**src/rtl/defuzz_nt_pkg.sv**
```systemverilog
// ---------------------------------------------------------------------------
// defuzz_nt_pkg
// Shared definitions for the interval type-2 defuzzifier (Nie-Tan type
// reduction): FSM state encoding, datapath widths, rule count, the nominal
// top of the firing scale and the default consequent centroid table.
// ---------------------------------------------------------------------------
package defuzz_nt_pkg;

  // Datapath widths
  localparam int W_FIRE  = 8;   // one firing strength / one centroid
  localparam int W_SUM   = 9;   // UP_i + LOW_i
  localparam int W_DEN   = 13;  // sum of nine 9-bit sums
  localparam int W_NUM   = 21;  // sum of nine 9x8-bit products
  localparam int N_RULES = 9;

  // Nominal full-scale firing value; inputs above it are still used as-is
  localparam logic [7:0] TOPO = 8'd100;

  // Default centroids, rule 0 in the low byte
  localparam logic [71:0] Y_C_DEF = {8'd255, 8'd223, 8'd191, 8'd159, 8'd128,
                                     8'd96,  8'd64,  8'd32,  8'd0};

  typedef enum logic [1:0] {
    ST_IDLE = 2'd0,
    ST_ACC  = 2'd1,
    ST_DIV  = 2'd2,
    ST_DONE = 2'd3
  } state_t;

  // Select the 8-bit field of rule idx from a 72-bit packed bus
  function automatic logic [7:0] rule_byte(input logic [71:0] bus,
                                           input logic [3:0]  idx);
    logic [7:0] b;
    case (idx)
      4'd0:    b = bus[7:0];
      4'd1:    b = bus[15:8];
      4'd2:    b = bus[23:16];
      4'd3:    b = bus[31:24];
      4'd4:    b = bus[39:32];
      4'd5:    b = bus[47:40];
      4'd6:    b = bus[55:48];
      4'd7:    b = bus[63:56];
      4'd8:    b = bus[71:64];
      default: b = 8'd0;
    endcase
    return b;
  endfunction

endpackage

```
**src/rtl/defuzz_nt_div.sv**
```systemverilog
// ---------------------------------------------------------------------------
// div_restaurador
// Restoring divider, 21-bit dividend / 13-bit divisor -> 8-bit quotient,
// one quotient bit per cycle MSB first, fixed 8-cycle latency.
// Ports:
//   clk, reset   clock and synchronous active-high reset
//   start        load operands (one-cycle pulse)
//   dividend     21-bit numerator
//   divisor      13-bit denominator (non-zero)
//   done         high during the 8th busy cycle
//   quotient     valid while done is high
// ---------------------------------------------------------------------------
module div_restaurador
  import defuzz_nt_pkg::*;
(
  input  logic              clk,
  input  logic              reset,
  input  logic              start,
  input  logic [W_NUM-1:0]  dividend,
  input  logic [W_DEN-1:0]  divisor,
  output logic              done,
  output logic [7:0]        quotient
);

  logic              busy_r;
  logic [2:0]        cnt_r;
  logic [W_NUM-1:0]  rem_r;
  logic [W_NUM-1:0]  dsh_r;    // divisor aligned to the current quotient bit
  logic [6:0]        q_r;      // quotient bits collected so far
  logic [W_NUM:0]    trial_s;
  logic              bit_s;

  // Trial subtraction for the current bit; a non-negative result keeps it
  always_comb begin
    trial_s  = {1'b0, rem_r} - {1'b0, dsh_r};
    bit_s    = ~trial_s[W_NUM];
    quotient = {q_r, bit_s};
    done     = busy_r && (cnt_r == 3'd7);
  end

  // Divider iteration registers
  always_ff @(posedge clk) begin
    if (reset) begin
      busy_r <= 1'b0;
      cnt_r  <= 3'd0;
      rem_r  <= {W_NUM{1'b0}};
      dsh_r  <= {W_NUM{1'b0}};
      q_r    <= 7'd0;
    end else if (start) begin
      busy_r <= 1'b1;
      cnt_r  <= 3'd0;
      rem_r  <= dividend;
      dsh_r  <= {1'b0, divisor, 7'd0};
      q_r    <= 7'd0;
    end else if (busy_r) begin
      if (bit_s) begin
        rem_r <= trial_s[W_NUM-1:0];
      end else begin
        rem_r <= rem_r;
      end
      q_r    <= quotient[6:0];
      dsh_r  <= {1'b0, dsh_r[W_NUM-1:1]};
      cnt_r  <= cnt_r + 3'd1;
      busy_r <= (cnt_r != 3'd7);
    end else begin
      busy_r <= 1'b0;
      cnt_r  <= cnt_r;
      rem_r  <= rem_r;
      dsh_r  <= dsh_r;
      q_r    <= q_r;
    end
  end

endmodule

```
**src/rtl/defuzz_nt.sv**
```systemverilog
// ---------------------------------------------------------------------------
// defuzz_nt
// Nie-Tan defuzzifier for a 3x3 interval type-2 rule base. On Start the
// firing buses are captured, nine rules are accumulated one per cycle into
// N = sum((UP+LOW)*Y) and D = sum(UP+LOW), then Saida = floor(N/D) via a
// restoring divider. Zero D yields Y_ZERO with Erro set.
// Latency: 18 cycles (D!=0) or 10 cycles (D=0) from Start sample to Pronto.
// Ports:
//   CLK, RESET   clock and synchronous active-high reset
//   Start        run request, sampled only in IDLE
//   Firing_UP    nine 8-bit upper firings, rule i at [8i+7:8i]
//   Firing_LOW   nine 8-bit lower firings, same packing
//   Saida        crisp output, held until the next completion
//   Ocupado      high whenever not IDLE
//   Pronto       one-cycle pulse when Saida/Erro update
//   Erro         last result came from a zero denominator
// ---------------------------------------------------------------------------
module defuzz_nt
  import defuzz_nt_pkg::*;
#(
  parameter logic [7:0] Y_C0   = Y_C_DEF[7:0],
  parameter logic [7:0] Y_C1   = Y_C_DEF[15:8],
  parameter logic [7:0] Y_C2   = Y_C_DEF[23:16],
  parameter logic [7:0] Y_C3   = Y_C_DEF[31:24],
  parameter logic [7:0] Y_C4   = Y_C_DEF[39:32],
  parameter logic [7:0] Y_C5   = Y_C_DEF[47:40],
  parameter logic [7:0] Y_C6   = Y_C_DEF[55:48],
  parameter logic [7:0] Y_C7   = Y_C_DEF[63:56],
  parameter logic [7:0] Y_C8   = Y_C_DEF[71:64],
  parameter logic [7:0] Y_ZERO = 8'd0
)(
  input  logic        CLK,
  input  logic        RESET,
  input  logic        Start,
  input  logic [71:0] Firing_UP,
  input  logic [71:0] Firing_LOW,
  output logic [7:0]  Saida,
  output logic        Ocupado,
  output logic        Pronto,
  output logic        Erro
);

  localparam logic [71:0] Y_TAB = {Y_C8, Y_C7, Y_C6, Y_C5, Y_C4,
                                   Y_C3, Y_C2, Y_C1, Y_C0};

  state_t            state_r, state_nx_s;
  logic [71:0]       up_r, low_r;
  logic [W_NUM-1:0]  n_r, n_next_s;
  logic [W_DEN-1:0]  d_r, d_next_s;
  logic [3:0]        idx_r;
  logic [7:0]        saida_r;
  logic              ocupado_r, pronto_r, erro_r;

  logic [W_SUM-1:0]  s_s;
  logic [16:0]       prod_s;
  logic              last_rule_s;
  logic              div_start_s, div_done_s;
  logic [7:0]        div_quo_s;

  assign Saida   = saida_r;
  assign Ocupado = ocupado_r;
  assign Pronto  = pronto_r;
  assign Erro    = erro_r;

  // Contribution of the current rule and the running sums after adding it
  always_comb begin
    s_s         = {1'b0, rule_byte(up_r, idx_r)} + {1'b0, rule_byte(low_r, idx_r)};
    prod_s      = {8'd0, s_s} * {9'd0, rule_byte(Y_TAB, idx_r)};
    n_next_s    = n_r + {4'd0, prod_s};
    d_next_s    = d_r + {4'd0, s_s};
    last_rule_s = (idx_r == 4'd8);
  end

  // Next-state logic; the divider is launched with the final sums as ACC ends
  always_comb begin
    state_nx_s  = state_r;
    div_start_s = 1'b0;
    case (state_r)
      ST_IDLE: begin
        if (Start) begin
          state_nx_s = ST_ACC;
        end else begin
          state_nx_s = ST_IDLE;
        end
      end
      ST_ACC: begin
        if (last_rule_s) begin
          if (d_next_s == {W_DEN{1'b0}}) begin
            state_nx_s = ST_DONE;
          end else begin
            state_nx_s  = ST_DIV;
            div_start_s = 1'b1;
          end
        end else begin
          state_nx_s = ST_ACC;
        end
      end
      ST_DIV: begin
        if (div_done_s) begin
          state_nx_s = ST_DONE;
        end else begin
          state_nx_s = ST_DIV;
        end
      end
      ST_DONE: state_nx_s = ST_IDLE;
      default: state_nx_s = ST_IDLE;
    endcase
  end

  // State, capture, accumulation and output registers
  always_ff @(posedge CLK) begin
    if (RESET) begin
      state_r   <= ST_IDLE;
      up_r      <= 72'd0;
      low_r     <= 72'd0;
      n_r       <= {W_NUM{1'b0}};
      d_r       <= {W_DEN{1'b0}};
      idx_r     <= 4'd0;
      saida_r   <= 8'd0;
      ocupado_r <= 1'b0;
      pronto_r  <= 1'b0;
      erro_r    <= 1'b0;
    end else begin
      state_r   <= state_nx_s;
      ocupado_r <= (state_nx_s != ST_IDLE);
      pronto_r  <= (state_nx_s == ST_DONE);
      case (state_r)
        ST_IDLE: begin
          if (Start) begin
            up_r  <= Firing_UP;
            low_r <= Firing_LOW;
            n_r   <= {W_NUM{1'b0}};
            d_r   <= {W_DEN{1'b0}};
            idx_r <= 4'd0;
          end
        end
        ST_ACC: begin
          n_r   <= n_next_s;
          d_r   <= d_next_s;
          idx_r <= idx_r + 4'd1;
          if (last_rule_s && (d_next_s == {W_DEN{1'b0}})) begin
            saida_r <= Y_ZERO;
            erro_r  <= 1'b1;
          end
        end
        ST_DIV: begin
          if (div_done_s) begin
            saida_r <= div_quo_s;
            erro_r  <= 1'b0;
          end
        end
        ST_DONE: idx_r <= 4'd0;
        default: idx_r <= 4'd0;
      endcase
    end
  end

  div_restaurador u_div (
    .clk      (CLK),
    .reset    (RESET),
    .start    (div_start_s),
    .dividend (n_next_s),
    .divisor  (d_next_s),
    .done     (div_done_s),
    .quotient (div_quo_s)
  );

endmodule

```
**config.mk**
```make
export PLATFORM = sky130hd
export DESIGN_NAME = defuzz_nt
export DESIGN_NICKNAME = d
export VERILOG_FILES = /design/src/rtl/defuzz_nt_pkg.sv /design/src/rtl/defuzz_nt_div.sv /design/src/rtl/defuzz_nt.sv
export SDC_FILE = /design/constraint.sdc
export NUM_CORES = 1
export LEC_CHECK = 0
export CORE_MARGIN = 2
export CORE_UTILIZATION = 35
export CTS_CLUSTER_SIZE = 12
export DETAILED_ROUTE_END_ITERATION = 6
export HOLD_SLACK_MARGIN = 0.08
export SLEW_MARGIN = 20
export SYNTH_ARGS = -nofsm -noshare
export SYNTH_HDL_FRONTEND = slang
export SYNTH_HIERARCHICAL = 1
export SYNTH_SLANG_ARGS = --single-unit
```
**constraint.sdc**
```tcl
create_clock -name CLK -period 8.69 [get_ports CLK]
set_input_delay 1.3035 -clock CLK [delete_from_list [all_inputs] [get_ports CLK]]
set_output_delay 1.3035 -clock CLK [all_outputs]
set_load 0.03 [all_outputs]
```
# Word-level counts from Yosys, hierarchy flattened
# Memories as Yosys holds them, arrays and structs flattened. A register that Yosys moved wholly into a read port is not among the register bits.
# Index checks and enable logic that the tools add are counted.
[totals]
ff_bits = 247
romBits = 128
elab_cells = 90
n_memories = 1
[memory_table]
columns = ["memory", "depth", "width", "rd", "rd_ports_with_merged_regs", "write_ports", "line", "text"]
rows = [
  ["(no name shown)", 16, 8, 1, 1, 0, "defuzz_nt_pkg.sv:34", "case (idx)"],
]
[classes]
n_addsub = 6
n_mul = 1
eq_ne = 18
muxes = 31
bitwise_logic = 1
n_reduce_logical = 16
[op_table]
columns = ["operator", "n"]
rows = [
  ["8-bit one-hot mux with 9 select lines", 2],
  ["21-bit 2-to-1 mux", 4],
  ["21-bit one-hot mux with 2 select lines", 1],
  ["20-bit 2-to-1 mux", 2],
  ["13-bit one-hot mux with 2 select lines", 1],
  ["21-bit by 20-bit subtractor with 22-bit output", 1],
  ["21-bit by 17-bit adder with 21-bit output", 1],
  ["9-bit by 8-bit multiplier with 17-bit output", 1],
  ["4-bit by 3-bit == test with 1-bit output, second input constant", 4],
  ["8-bit 2-to-1 mux", 2],
  ["8-bit one-hot mux with 2 select lines", 1],
  ["13-bit by 9-bit adder with 13-bit output", 1],
  ["13-bit logical NOT", 1],
  ["13-bit 2-to-1 mux", 1],
  ["4-bit 2-to-1 mux", 3],
  ["4-bit one-hot mux with 3 select lines", 1],
  ["1-bit 2-to-1 mux", 10],
  ["8-bit by 8-bit adder with 9-bit output", 1],
  ["4-bit by 2-bit == test with 1-bit output, second input constant", 2],
  ["2-bit inequality test, second input constant", 4],
  ["2-bit one-hot mux with 4 select lines", 1],
  ["2-bit AND reduction", 4],
  ["2-bit nonzero test", 4],
  ["2-bit == test, second input constant", 3],
  ["16 further kinds", 17],
]

# Longest topological paths before layout
# Gate-level depths: netlist of run 1.
[depth]
depth_word = 10
depth_mapped = 36
depth_no_buf = 34

# Modules after synthesis
# The synthesis of run 1 kept the hierarchy.
[modules_own_cells]
columns = ["mod", "instances", "cells_per_inst", "area_each_um2", "seq_area_each_um2"]
rows = [
  ["defuzz_nt", 1, 1417, 11477.3, 3983.8],
  ["div_restaurador", 1, 406, 3300.7, 1041.0],
]

# Worst setup path before layout of run 1
# Ideal clock, no wire load.
[synth_timing]
kind = "register to register"
from = "register idx_r[0]"
to = "register u_div.rem_r[16]"
setup_time_ps = 124
arrival_ps = 7452
slack_ps = 1113
path_stages_with_launch = 31
n_path_buf = 3
period_less_slack_ps = 7577
cell_sequence = "dfxtp_1 -> inv_1 -> ha_1 -> and2_1 -> clkbuf_1 -> clkbuf_1 -> a222oi_1 -> nand3_1 -> a221o_1 -> ha_1 -> a21o_1 -> a211o_1 -> a211oi_1 -> clkbuf_1 -> xor2_1 -> and2_1 -> ha_1 -> or2_2 -> fa_1 -> fa_1 -> fa_1 -> ha_1 -> a21o_1 -> a21oi_1 -> o21ai_0 -> a2111oi_0 -> a21oi_1 -> or3_1 -> and2_1 -> a31oi_1 -> o21ai_0"
[synth_via]
elab_cells_between_ends = 23
classes_between = "add/sub (3); mul (1); eq/ne (9); mux (6); reduce/logical (4)"
[synth_rtl]
columns = ["item", "line", "text"]
rows = [
  ["start, declared", "defuzz_nt.sv:50", "logic [3:0] idx_r;"],
  ["start signal, assigned", "defuzz_nt.sv:140", "idx_r <= idx_r + 4'd1;"],
  ["4-bit == test (tied with other cells)", "defuzz_nt_pkg.sv:34", ""],
  ["8-bit one-hot mux with 9 select lines", "defuzz_nt_pkg.sv:34", ""],
  ["8-bit by 8-bit adder with 9-bit output (*)", "defuzz_nt.sv:67", "s_s = {1'b0, rule_byte(up_r, idx_r)} + {1'b0, rule_byte(low_r, idx_r)};"],
  ["9-bit by 8-bit multiplier with 17-bit output (*)", "defuzz_nt.sv:68", "prod_s = {8'd0, s_s} * {9'd0, rule_byte(Y_TAB, idx_r)};"],
  ["21-bit by 17-bit adder with 21-bit output (*)", "defuzz_nt.sv:69", "n_next_s = n_r + {4'd0, prod_s};"],
  ["named net n_next_s[16]", "defuzz_nt.sv:48", "logic [W_NUM-1:0] n_r, n_next_s;"],
  ["21-bit 2-to-1 mux (*)", "defuzz_nt_div.sv:49", "end else if (start) begin"],
  ["end signal, assigned", "defuzz_nt_div.sv:46", "rem_r <= {W_NUM{1'b0}};"],
  ["end signal, assigned", "defuzz_nt_div.sv:52", "rem_r <= dividend;"],
  ["end signal, assigned", "defuzz_nt_div.sv:57", "rem_r <= trial_s[W_NUM-1:0];"],
  ["end, declared", "defuzz_nt_div.sv:27", "logic [W_NUM-1:0] rem_r;"],
]
# The timed path passes the listed nets; every way through them passes the cells marked *.
# A chain may end at the register's enable or synchronous reset.

# Final worst setup path of run 1
# Ends and elaborated chain as after synthesis.

==> qor.yml, run 1 <==
seq_area_frac_synth_pct: 34.00
synth_warnings: 6
worst_pin_slew_ps: 1149
overflow: 0
viasPerCell: 5.282
wl_um: 42810
gp_congestion: 0.8646
antenna_found_initial: 0
worst_setup_path_start_kind: "flop"
synth_cell_type_count: 81
hold_buffers: 0
rsz0062_at_grt: "no"
grt_max_degree: 195
crit_top_cell: "fa_1"
synth_top_area_share_pct: 34.00
die_h_um: 209.5
period_share_pct: 94.08
synth_nets: 2114
rows: 75
cpLargestDelayFamily: "adder cells"
clkLatencyLatePin_ps: 570
area.growth.synth_to_final_pct: 20.54
synth.largest_area_cell: "dfxtp_1"
crit_arrival_ps: 8630
critical_path_class: "flop to flop"
gr-usage-all-layers_pct: 19.17
multiInputGateArea_mm2: 0.008906
synth_seq_cells: 251
final_core_util_pct: 42.56
grt_pass1_wl_um: 68320
drc: 0
clk_pin_slew_worst_paths_ps: 60
async_flop_share_pct: 0
diodes: 0
synth.avg_cell_area_um2: 8.106
use_met3_pct: 2.783
wire_per_inst_um: 17.29
dr_total_vias: 13080
skew_ps: 12.60
dieWidth_um: 209.5
gr-usage-met1_pct: 25.96
cts_buffer_depth: 3
hold_viol_final: 0
first_pass_iters: 5
status: "finished, final reports clean"
drtAntennaViolNets: 0
synth_edf_count: 0
ir_worst_vdd_mv: 0.1391
critPathSlowestCell: "fa_1"
worst-path-buf-inv: 4
setup_viol: 0
grt_pass1_vias: 12900
fin_setup_tns_ps: 0
p_leak_nw: 7.387
p_per_area_mw_per_mm2: 204.3
cts_buffers: 29
drv_cap: 0
fmax_mhz: 122.3
yosysMostFrequentCell: "nand2_1"
final_nets: 2207
fin_hold_ws_ps: 453.8
worst_setup_path_end_kind: "flop"
ios: 158
drtIter0Drc: 985
crit_fanout: 16
core_area_mm2: 0.04185
synthTopCellsByCount: "nand2_1 (358), dfxtp_1 (251), a21oi_1 (202)"
synth_ff_type: "dfxtp_1"
syn-cell-area_mm2: 0.01478
required_ps: 9150
syn_inst: 1823
dieArea_mm2: 0.04388
start_util_pct: 35.31
tritoncts: "yes"
hp-class: "flop to flop"
grt.busiest_layer: "met2"
h-tree-depth: 1
rrSetupSlack_ps: 510
slew_headroom_pct: 23.43
synth_area_leaders: "dfxtp_1 (34%), nand2_1 (9.1%), ha_1 (7.7%), fa_1 (7.2%), a21oi_1 (6.8%)"
hpwlAfterDp_um: 32280
cp_slowest_stage_delay_ps: 540
numPortBuffers: 157
root_buffer: "clkbuf_16"
drive_gt1_share_pct: 4.543
finalMaxSlewViolations: 0
use_met2_pct: 31.63
min_period_ps: 8176
ff_latch_area_mm2: 0.005026
cts_sinks: 251
fillers: 4232
[area by class of cell]
| type | instances | share of cell area [%] |
|---|---|---|
| clock buffer | 40 | 4.587 |
| clock inverter | 12 | 1.440 |
| inverter | 120 | 2.529 |
| multi-input combinational | 1344 | 50.00 |
| sequential | 251 | 28.22 |
| tap | 539 | 3.786 |
| timing repair buffer | 170 | 9.447 |
[registers in the layout (all words and copies together) (netlist names), named ones only]
| name | flops |
|---|---|
| Erro | 1 |
| Ocupado | 1 |
| Pronto | 1 |
| Saida | 8 |
| d_r | 13 |
| idx_r | 4 |
| low_r | 72 |
| n_r | 21 |
| state_r | 2 |
| u_div/busy_r | 1 |
| u_div/cnt_r | 3 |
| u_div/dsh_r | 20 |
| u_div/q_r | 7 |
| u_div/rem_r | 21 |
| up_r | 72 |
[power by group]
part           total, W  leakage (nW)  internal [W]  switching (W)
clock network   0.00138         0.521      0.000865       0.000511
registers       0.00135          2.05       0.00126      0.0000872
logic          0.000915          4.82      0.000320       0.000595
[placed cells by master (no fill, tap or decap), types with 12 or more instances in the layout]
master / synthesis / final
a21oi_1: 202 / 202
a21o_1: 20 / 20
fa_1: 53 / 53
and3_1: 12 / 12
nand2_1: 358 / 357
inv_1: 119 / 119
nor2_1: 118 / 115
clkdlybuf4s50_1: 0 / 156
xor2_1: 19 / 19
clkbuf_16: 0 / 29
nand3_1: 30 / 30
o21ai_0: 41 / 41
buf_4: 2 / 12
a221o_1: 15 / 15
and2_1: 36 / 35
a22oi_1: 71 / 71
o21a_1: 14 / 14
xnor2_1: 22 / 22
mux2i_1: 33 / 33
dfxtp_1: 251 / 250
nor3_1: 21 / 21
ha_1: 91 / 91
a222oi_1: 17 / 17
[path summary, 6_finish.rpt]
path | depth (start not counted) | end | start
worst min-delay path | 2 | up_r[25] | up_r[25]
worst min register to register | 2 | up_r[25] | up_r[25]
worst max-delay path | 32 | u_div/rem_r[16] | idx_r[0]
worst max register to register | 32 | u_div/rem_r[16] | idx_r[0]
[worst reg2reg max path, delay by kind of cell (launching register included)]
family                     cells  cell delay (ps)
and+or+nand+nor                7             1580
adders and majority gates      8             2880
buffers and inverters          4              270
AOI/OAI and AO/OA             13             2870
DFF                            1              450
[stage by stage]
stage	worst slack (ps)	instances	instance area (µm²)	power (W)
after global placement	550.1	2424	16720	0.002273
after global routing	38.90	2476	17810	0.003816
final	514.3	2476	17810	0.003639
after floorplan	1113	1823	14780	0.001957
after detailed placement	420.9	2424	16720	0.002286
after CTS	379.8	2476	17790	0.003666
[metal layers]
layer | share of wire [%] | wire, µm | vias up
li1 | - | - | 6483
met2 | 45 | 19460 | 377
met3 | 5.0 | 2148 | 73
met5 | 0 | 0 | -
met4 | 3.0 | 1296 | 0
met1 | 46 | 19900 | 6145
[logic make-up after synthesis]
family          Yosys count  synth area share [%]
compound gates          489                 21.63
mux                      34                 2.311
flops                   251                 34.00
simple gates            636                 18.75
xor+xnor                 41                 2.430
buf+inv                 228                 5.994
fa+ha+maj               144                 14.88
[what timing repair did]
action / in CTS / in global routing
setup buffers: 0 / 0
resized for setup: 0 / 4
setup endpoints to repair: 0 / 7
Power figures use the tool's default switching activity.
==> inputs of run 2 (changes only) <==
TNS_END_PERCENT = 20   (was default)
==> results of run 2 <==
Same layout as run 1: the final DEF is identical, and so are final timing and power.
==> inputs of run 3 (changes only) <==
CORE_UTILIZATION = 45   (was 35)
PLACE_DENSITY = 0.66   (was default)
SETUP_SLACK_MARGIN = 0.02   (was default)
==> run 3 against run 2 <==
Against the previous run:
- the run now ends with design-rule violations left
- via count is 0.91% higher
- final area fell by 2.1%
- worst hold slack improved by 3.0 ps
- first-iteration DRC count increased by 0.61%
- wire length down 2.6%
- utilization up 11 points
- non-clock buffer count grew 1
==> qor.yml, run 3 (synthesis results as in run 1) <==
wire_per_inst_um: 17.56  # was 17.29 µm
cts_setup_buffers: 0  # unchanged
reg_top3: "low_r (72), up_r (72)"  # unchanged
root_buffer: "clkbuf_16"  # unchanged
setup_viol: 0  # unchanged
p_int_w: 0.002191  # was 0.002446 W
antenna_found_initial: 0  # unchanged
drive_gt1_share_pct: 4.348  # was 4.543%
worst_setup_path_end_kind: "flop"  # unchanged
clk_pin_slew_worst_paths_ps: 60  # about the same
min_period_ps: 8093  # was 8176 ps
period_share_pct: 93.12  # was 94.08%
hpwlAfterDp_um: 31260  # was 32280 µm
grt_max_degree: 122  # was 195
rsz0062_at_grt: "no"  # unchanged
cts_sinks: 251  # unchanged
clkLatencyLatePin_ps: 560  # was 570 ps
dieWidth_um: 185.2  # was 209.5 µm
fmax_mhz: 123.6  # was 122.3 MHz
layout_commonest_cell: "nand2_1"  # unchanged
worst_pin_slew_ps: 1039  # was 1149 ps
gr-usage-all-layers_pct: 23.97  # was 19.17%
first_pass_iters: 7  # was 5
skew_ps: 19.89  # was 12.60 ps
crit_arrival_ps: 8540  # was 8630 ps
cp_slowest_stage_delay_ps: 540  # about the same
p_per_area_mw_per_mm2: 191.9  # was 204.3 mW/mm²
numPortBuffers: 157  # unchanged
final_nets: 2206  # was 2207
clkPwrFrac_pct: 32.5  # was 37.8%
grt_pass1_wl_um: 65560  # was 68320 µm
fin_setup_tns_ps: 0  # unchanged
tritoncts: "yes"  # unchanged
finalMaxSlewViolations: 0  # unchanged
hold_viol_final: 0  # unchanged
switching_share_pct: 34.53  # was 32.79%
drv_cap: 0  # unchanged
failed_checks: "design-rule violations"
diodes: 0  # unchanged
p_leak_nw: 7.276  # was 7.387 nW
required_ps: 9130  # was 9150 ps
p_switching_w: 0.001156  # was 0.001193 W
dr_total_vias: 13200  # was 13080
h-tree-depth: 1  # unchanged
overflow: 0  # unchanged
crit_fanout: 16  # unchanged
critPathSlowestCell: "fa_1"  # unchanged
ios: 158  # unchanged
critical_path_class: "flop to flop"  # unchanged
cts_buffers: 27  # was 29
hp-class: "flop to flop"  # unchanged
slew_headroom_pct: 30.75  # was 23.43%
rows: 66  # was 75
core_area_mm2: 0.03245  # was 0.04185 mm²
grt_pass1_vias: 12480  # was 12900
multiInputGateArea_mm2: 0.008909  # was 0.008906 mm²
fillers: 3077  # was 4232
drtIter0Drc: 991  # was 985
start_util_pct: 45.54  # was 35.31%
cts_buffer_depth: 3  # unchanged
ff_latch_area_mm2: 0.005026  # unchanged
wl_um: 41690  # was 42810 µm
viasPerCell: 5.559  # was 5.282
seq_power_share_pct: 40.3  # was 37.1%
ir_worst_vdd_mv: 0.1346  # was 0.1391 mV
crit_top_cell: "fa_1"  # unchanged
final_core_util_pct: 53.74  # was 42.56%
worst_setup_path_start_kind: "flop"  # unchanged
drtAntennaViolNets: 0  # unchanged
status: "finished with violations"  # was finished, final reports clean
layout_common_cells: "nand2_1 (357), dfxtp_1 (250), a21oi_1 (202), clkdlybuf4s50_1 (156), inv_1 (119)"  # unchanged
combPwrFrac_pct: 27.2  # was 25.1%
gp_congestion: 0.8707  # was 0.8646
area.growth.synth_to_final_pct: 18.01  # was 20.54%
dieArea_mm2: 0.03430  # was 0.04388 mm²
drc: 6  # was 0
die_h_um: 185.2  # was 209.5 µm
-- run 3: final cells by class --
| cell class | count | share of cell area (%) |
|---|---|---|
| Inverter | 120 | 2.583 |
| Timing Repair Buffer | 171 | 9.621 |
| Tap cell | 442 | 3.171 |
| Clock buffer | 39 | 4.420 |
| Multi-Input combinational cell | 1344 | 51.08 |
| Clock inverter | 7 | 0.3013 |
| Sequential cell | 251 | 28.82 |
-- run 3: what timing repair did --
item                                    in CTS  in global routing
gates resized for setup                      0                  8
hold buffers                                 0                  0
endpoints found under the hold margin        0                  0
endpoints found under the setup margin       0                  8
-- run 3: worst paths after layout --
check,from,cells past startpoint,endpoint,slack (ps)
max,idx_r[1],29,u_div/rem_r[16],600
min,up_r[7],2,up_r[7],460
max reg2reg,idx_r[1],29,u_div/rem_r[16],600
min reg2reg,up_r[7],2,up_r[7],460
-- run 3: worst max-delay path: cells and delay by family, from the launching register on --
family / cells / cell delay (ps)
flip-flops: 1 / 430
buffers and inverters: 3 / 190
AND/OR/NAND/NOR: 5 / 1310
AO/OA/AOI/OAI: 14 / 3330
adder cells (fa/ha/maj): 7 / 2690
-- run 3: per-stage QoR --
stage                     setup WS, ps  total power (W)  cell area (µm²)  hold WS, ps  cells
final                            597.5         0.003347            17440        456.8   2374
after global routing             49.38         0.003520            17440        468.7   2374
after CTS                        405.7         0.003363            17420        458.5   2374
after detailed placement         414.4         0.002277            16590        449.8   2328
after global placement           645.5         0.002262            16590        443.5   2328
after floorplan                   1113         0.001957            14780        431.8   1823
-- run 3: layer usage --
metal  GRT usage [%]  part of all wire (%)  up-vias
li1                -                     -     6488
met1           33.39                    46     6205
met2           38.20                    45      419
met3           2.930                   5.7       85
met4           8.571                   3.3        0
met5               0                     0        -
-- run 3: power groups by stage --
stage	combinational [W]	clock, W	sequential [W]
global route	0.00100	0.00116	0.00136
detailed placement	0.000906	0	0.00137
finish	0.000912	0.00109	0.00135
floorplan	0.000623	0	0.00133
global placement	0.000890	0	0.00137
CTS	0.000910	0.00111	0.00135
==> RTL change 1: new RTL, flow settings as in run 1 <==
Register the output `Saida` once more, with the module's reset; this adds one clock of latency there. The other outputs are not delayed to match. Comments in the files are not updated.
--- a/src/rtl/defuzz_nt.sv
+++ b/src/rtl/defuzz_nt.sv
@@ -57,7 +57,13 @@
   logic              div_start_s, div_done_s;
   logic [7:0]        div_quo_s;
 
-  assign Saida   = saida_r;
+  always_ff @(posedge CLK) begin
+    if (RESET) begin
+      Saida <= '0;
+    end else begin
+      Saida <= saida_r;
+    end
+  end
   assign Ocupado = ocupado_r;
   assign Pronto  = pronto_r;
   assign Erro    = erro_r;
Behaviour: no difference found for any inputs over 10 cycles, from zero or initial values and one cycle with RESET high; that may be too few to reach the edited logic, so the function may still have changed.
==> RTL change 1 against run 1 <==
Synthesized area increased by 1.4%; cell count increased by 0.16%; sequential cell count increased by 8; wire length decreased by 0.58%; worst setup slack improved by 0.012 ns; critical path type unchanged; total power decreased by 13%; sequential share of layout area increased by 0.81 points; design area increased by 0.30%.
==> RTL change 1: results (changes against run 1) <==
[routing]
routed_via_density = 5.320  ; +0.72%
first_pass_iters = 6  ; +1

[hold_path]
min_from = low_r[39]$_SDFFE_PP0P_
min_to = low_r[39]$_SDFFE_PP0P_

[cts]
clk-insertion-delay-late_ns = 0.55  ; -0.02 ns

[layout]
fillers = 4156  ; -1.8%
drive_gt1_share_pct = 5.461  ; +0.92 points

[timing]
fin_worst_skew_ns = 0.01287  ; +0.0002690 ns
timing.final.crit_period_ns = 8.163  ; -0.01250 ns

[power_and_ir_drop]
clock_power_share_pct = 37.5  ; -0.3 points
cellLeakagePower_nw = 7.249  ; -1.9%
ir_drop_mv = 0.1659  ; +19%

[synth]
synth_fp_nets = 2121  ; +0.33%
ys_top_cells_by_count = nand2_1 (357), dfxtp_1 (259), a21oi_1 (209)
yosysUniqueCellTypes = 82  ; +1.2%
ys_seq_area_share_pct = 34.62  ; +0.61 points
synth_top_cells_by_area = dfxtp_1 (35%), nand2_1 (8.9%), ha_1 (7.6%), fa_1 (7.1%), a21oi_1 (7.0%)

[grt]
grt_pass1_wl_mm = 67.68  ; -0.95%
grt_max_degree = 98  ; -50%
grt_pass1_vias = 12780  ; -0.96%

[place]
pre_cts_ws_ns = 0.3174  ; -0.1035 ns
place.gp.congestion = 0.9034  ; +4.5%

[critical_path]
rr_endpoint = u_div/rem_r[19]$_SDFFE_PP0P_
critPathArrivalTime_ns = 8.64  ; about the same
ff2ff_path_depth = 35  ; +9.4%

[run_status]
status = finished clean

[RTL change 1: changes by cell type after synthesis, sizes merged, moves of 8 or more]
| cell | delta |
|---|---|
| a22o | +12 |
| buf | +12 |
| o21ai | -21 |
| nor2 | +11 |
| a221oi | +9 |
| nor3 | -8 |
| dfxtp | +8 |
| nor2b | +8 |
| a21oi | +9 |
| a22oi | -17 |
[RTL change 1: kinds of logic after synthesis]
group | after synthesis | synth area share, %
AO/OA/AOI/OAI | 467 | 20.93
XOR/XNOR | 46 | 2.690
adder cells (fa/ha/maj) | 144 | 14.69
buffers and inverters | 241 | 6.382
flip-flops | 259 | 34.62
multiplexers | 30 | 2.013
AND/OR/NAND/NOR | 643 | 18.69
[RTL change 1: final cells by class]
cell class              instances  area, um2  share of cell area [%]
clock buffers                  43      848.3                   4.748
inverters                     126      473.0                   2.647
multi-input cells            1330       8879                   49.70
repair buffers                176       1735                   9.714
well taps                     539      674.4                   3.775
clock inverters                 7      70.07                  0.3922
flip-flops and latches        259       5186                   29.03
[RTL change 1: layer usage]
layer  part of all wire, %  wire (um)  track usage, %  vias to the layer above
li1                      -          -               -                     6463
met2                    45      19180           30.11                      419
met5                     0          0               0                        -
met4                   2.3        982           5.100                        0
met1                    47      19920           26.88                     6251
met3                   5.8       2474           2.156                       60
[RTL change 1: metrics by stage]
stage / cells / hold WS (ns) / total power, W / instance area (um2)
finish: 2480 / 0.4536 / 0.003168 / 17870
detailed placement: 2430 / 0.4464 / 0.001999 / 16930
global placement: 2429 / 0.4432 / 0.001985 / 16900
CTS: 2480 / 0.4544 / 0.003189 / 17850
floorplan: 1830 / 0.4357 / 0.001750 / 14980
global route: 2480 / 0.4673 / 0.003315 / 17870
==> RTL change 2: new RTL, flow settings as in run 1 <==
Made on the original files. Reset style: asynchronous (`RESET` and `reset`), changed in 2 clocked blocks. Comments in the files are not updated.
--- a/src/rtl/defuzz_nt_div.sv
+++ b/src/rtl/defuzz_nt_div.sv
@@ -39,7 +39,7 @@
   end
 
   // Divider iteration registers
-  always_ff @(posedge clk) begin
+  always_ff @(posedge clk or posedge reset) begin
     if (reset) begin
       busy_r <= 1'b0;
       cnt_r  <= 3'd0;
--- a/src/rtl/defuzz_nt.sv
+++ b/src/rtl/defuzz_nt.sv
@@ -108,7 +108,7 @@
   end
 
   // State, capture, accumulation and output registers
-  always_ff @(posedge CLK) begin
+  always_ff @(posedge CLK or posedge RESET) begin
     if (RESET) begin
       state_r   <= ST_IDLE;
       up_r      <= 72'd0;
Formal check against the unedited RTL: differs if RESET is asserted again (counterexample within 4 cycles, from zero or initial values and one cycle with RESET high); with RESET held inactive, the same outputs for 10 cycles.
==> RTL change 2 against run 1 <==
Cell count is 13% lower; worst setup slack better by 0.11 ns; wire length decreased by 6.0%; hold slack improved by 0.031 ns; synthesized area up 4.2%; design area is 3.6% higher; sequential cell count is 4 lower.
Power is not shown: default switching activity piles up to over one toggle a cycle in this logic, so the estimate is an artifact.
==> RTL change 2: results (changes against run 1) <==
[run_status]
status = finished clean

[hold_path]
worstHoldPathCells = 1  ; -1
min_from = Erro$_DFFE_PP0P_
min_to = Erro$_DFFE_PP0P_

[grt]
grt_pass1_vias = 11540  ; -11%
grtUsageMet1_pct = 25.46  ; -0.50 points
grtUsageMet3_pct = 3.046  ; +0.26 points

[timing]
fin_worst_skew_ns = 0.009007  ; -0.003594 ns
whs_ns = 0.4848  ; +0.03102 ns
worst_pin_slew_ns = 1.048  ; -0.1001 ns

[routing]
met2WireLength_mm = 18.51  ; -4.9%
drt_iter0_drc = 859  ; -13%
avgRoutedWirePerCell_um = 18.59  ; +7.5%
dr_total_vias = 11260  ; -14%
wl_met3_mm = 2.058  ; -4.2%
first_pass_iters = 6  ; +1

[synth]
yosysUniqueCellTypes = 74  ; -8.6%
synthAdderAreaFrac_pct = 14.36  ; -0.52 points
synth.area.mux_share_pct = 13.35  ; +11 points
synth_fp_nets = 1725  ; -18%
synth_top_cells_by_area = dfrtp_1 (40%), mux2_2 (11%), ha_1 (7.5%), fa_1 (6.9%), inv_1 (3.2%)
synthCells = 1433  ; -21%
ys_top_cells_by_count = dfrtp_1 (247), mux2_2 (147), inv_1 (131)

[critical_path]
startpoint = idx_r[0]$_DFFE_PP0P_
rr_startpoint = idx_r[0]$_DFFE_PP0P_
slowest_delay_ns = 0.57  ; +0.03 ns
critPathArrivalTime_ns = 8.48  ; -0.15 ns
ff2ff_path_depth = 30  ; -6.3%
slowest_stage = a222oi_1

[layout]
finalNonFillerCells = 2164  ; -13%
fin_nets = 1851  ; -16%
fin_util_pct = 42.65  ; +0.087 points
drive_gt1_share_pct = 15.14  ; +11 points

[place]
hpwl_mm = 29.84  ; -7.6%
place.gp.congestion = 0.8659  ; +0.15%
pre_cts_ws_ns = 0.4592  ; +0.03832 ns
dpl.cell_count = 2113  ; -13%

==> RTL change 2: changes by cell type in the layout (fill, tap and decap cells not counted), sizes merged, moves of 27 or more <==
cell | before | now
nor2 | 118 | 91
and2 | 37 | 9
dfrtp | 0 | 247
mux2 | 1 | 147
a22o | 8 | 42
dfxtp | 251 | 0
a21oi | 204 | 58
nand2 | 358 | 93
a22oi | 71 | 9
==> RTL change 2: worst reg2reg max path, delay by kind of cell (launching register included) <==
kind | cells | cell delay [ns]
adders and majority gates | 8 | 2.92
AOI/OAI and AO/OA | 12 | 2.91
and+or+nand+nor | 5 | 1.19
DFF | 1 | 0.48
buffers and inverters | 4 | 0.32
xor gates and xnor gates | 1 | 0.12
==> RTL change 2: area by class of cell <==
class / count / area share (%)
sequential: 247 / 33.50
clock inverter: 13 / 0.6645
timing repair buffer: 169 / 9.072
multi-input combinational: 980 / 45.67
inverter: 132 / 2.739
clock buffer: 38 / 4.387
tap: 585 / 3.967
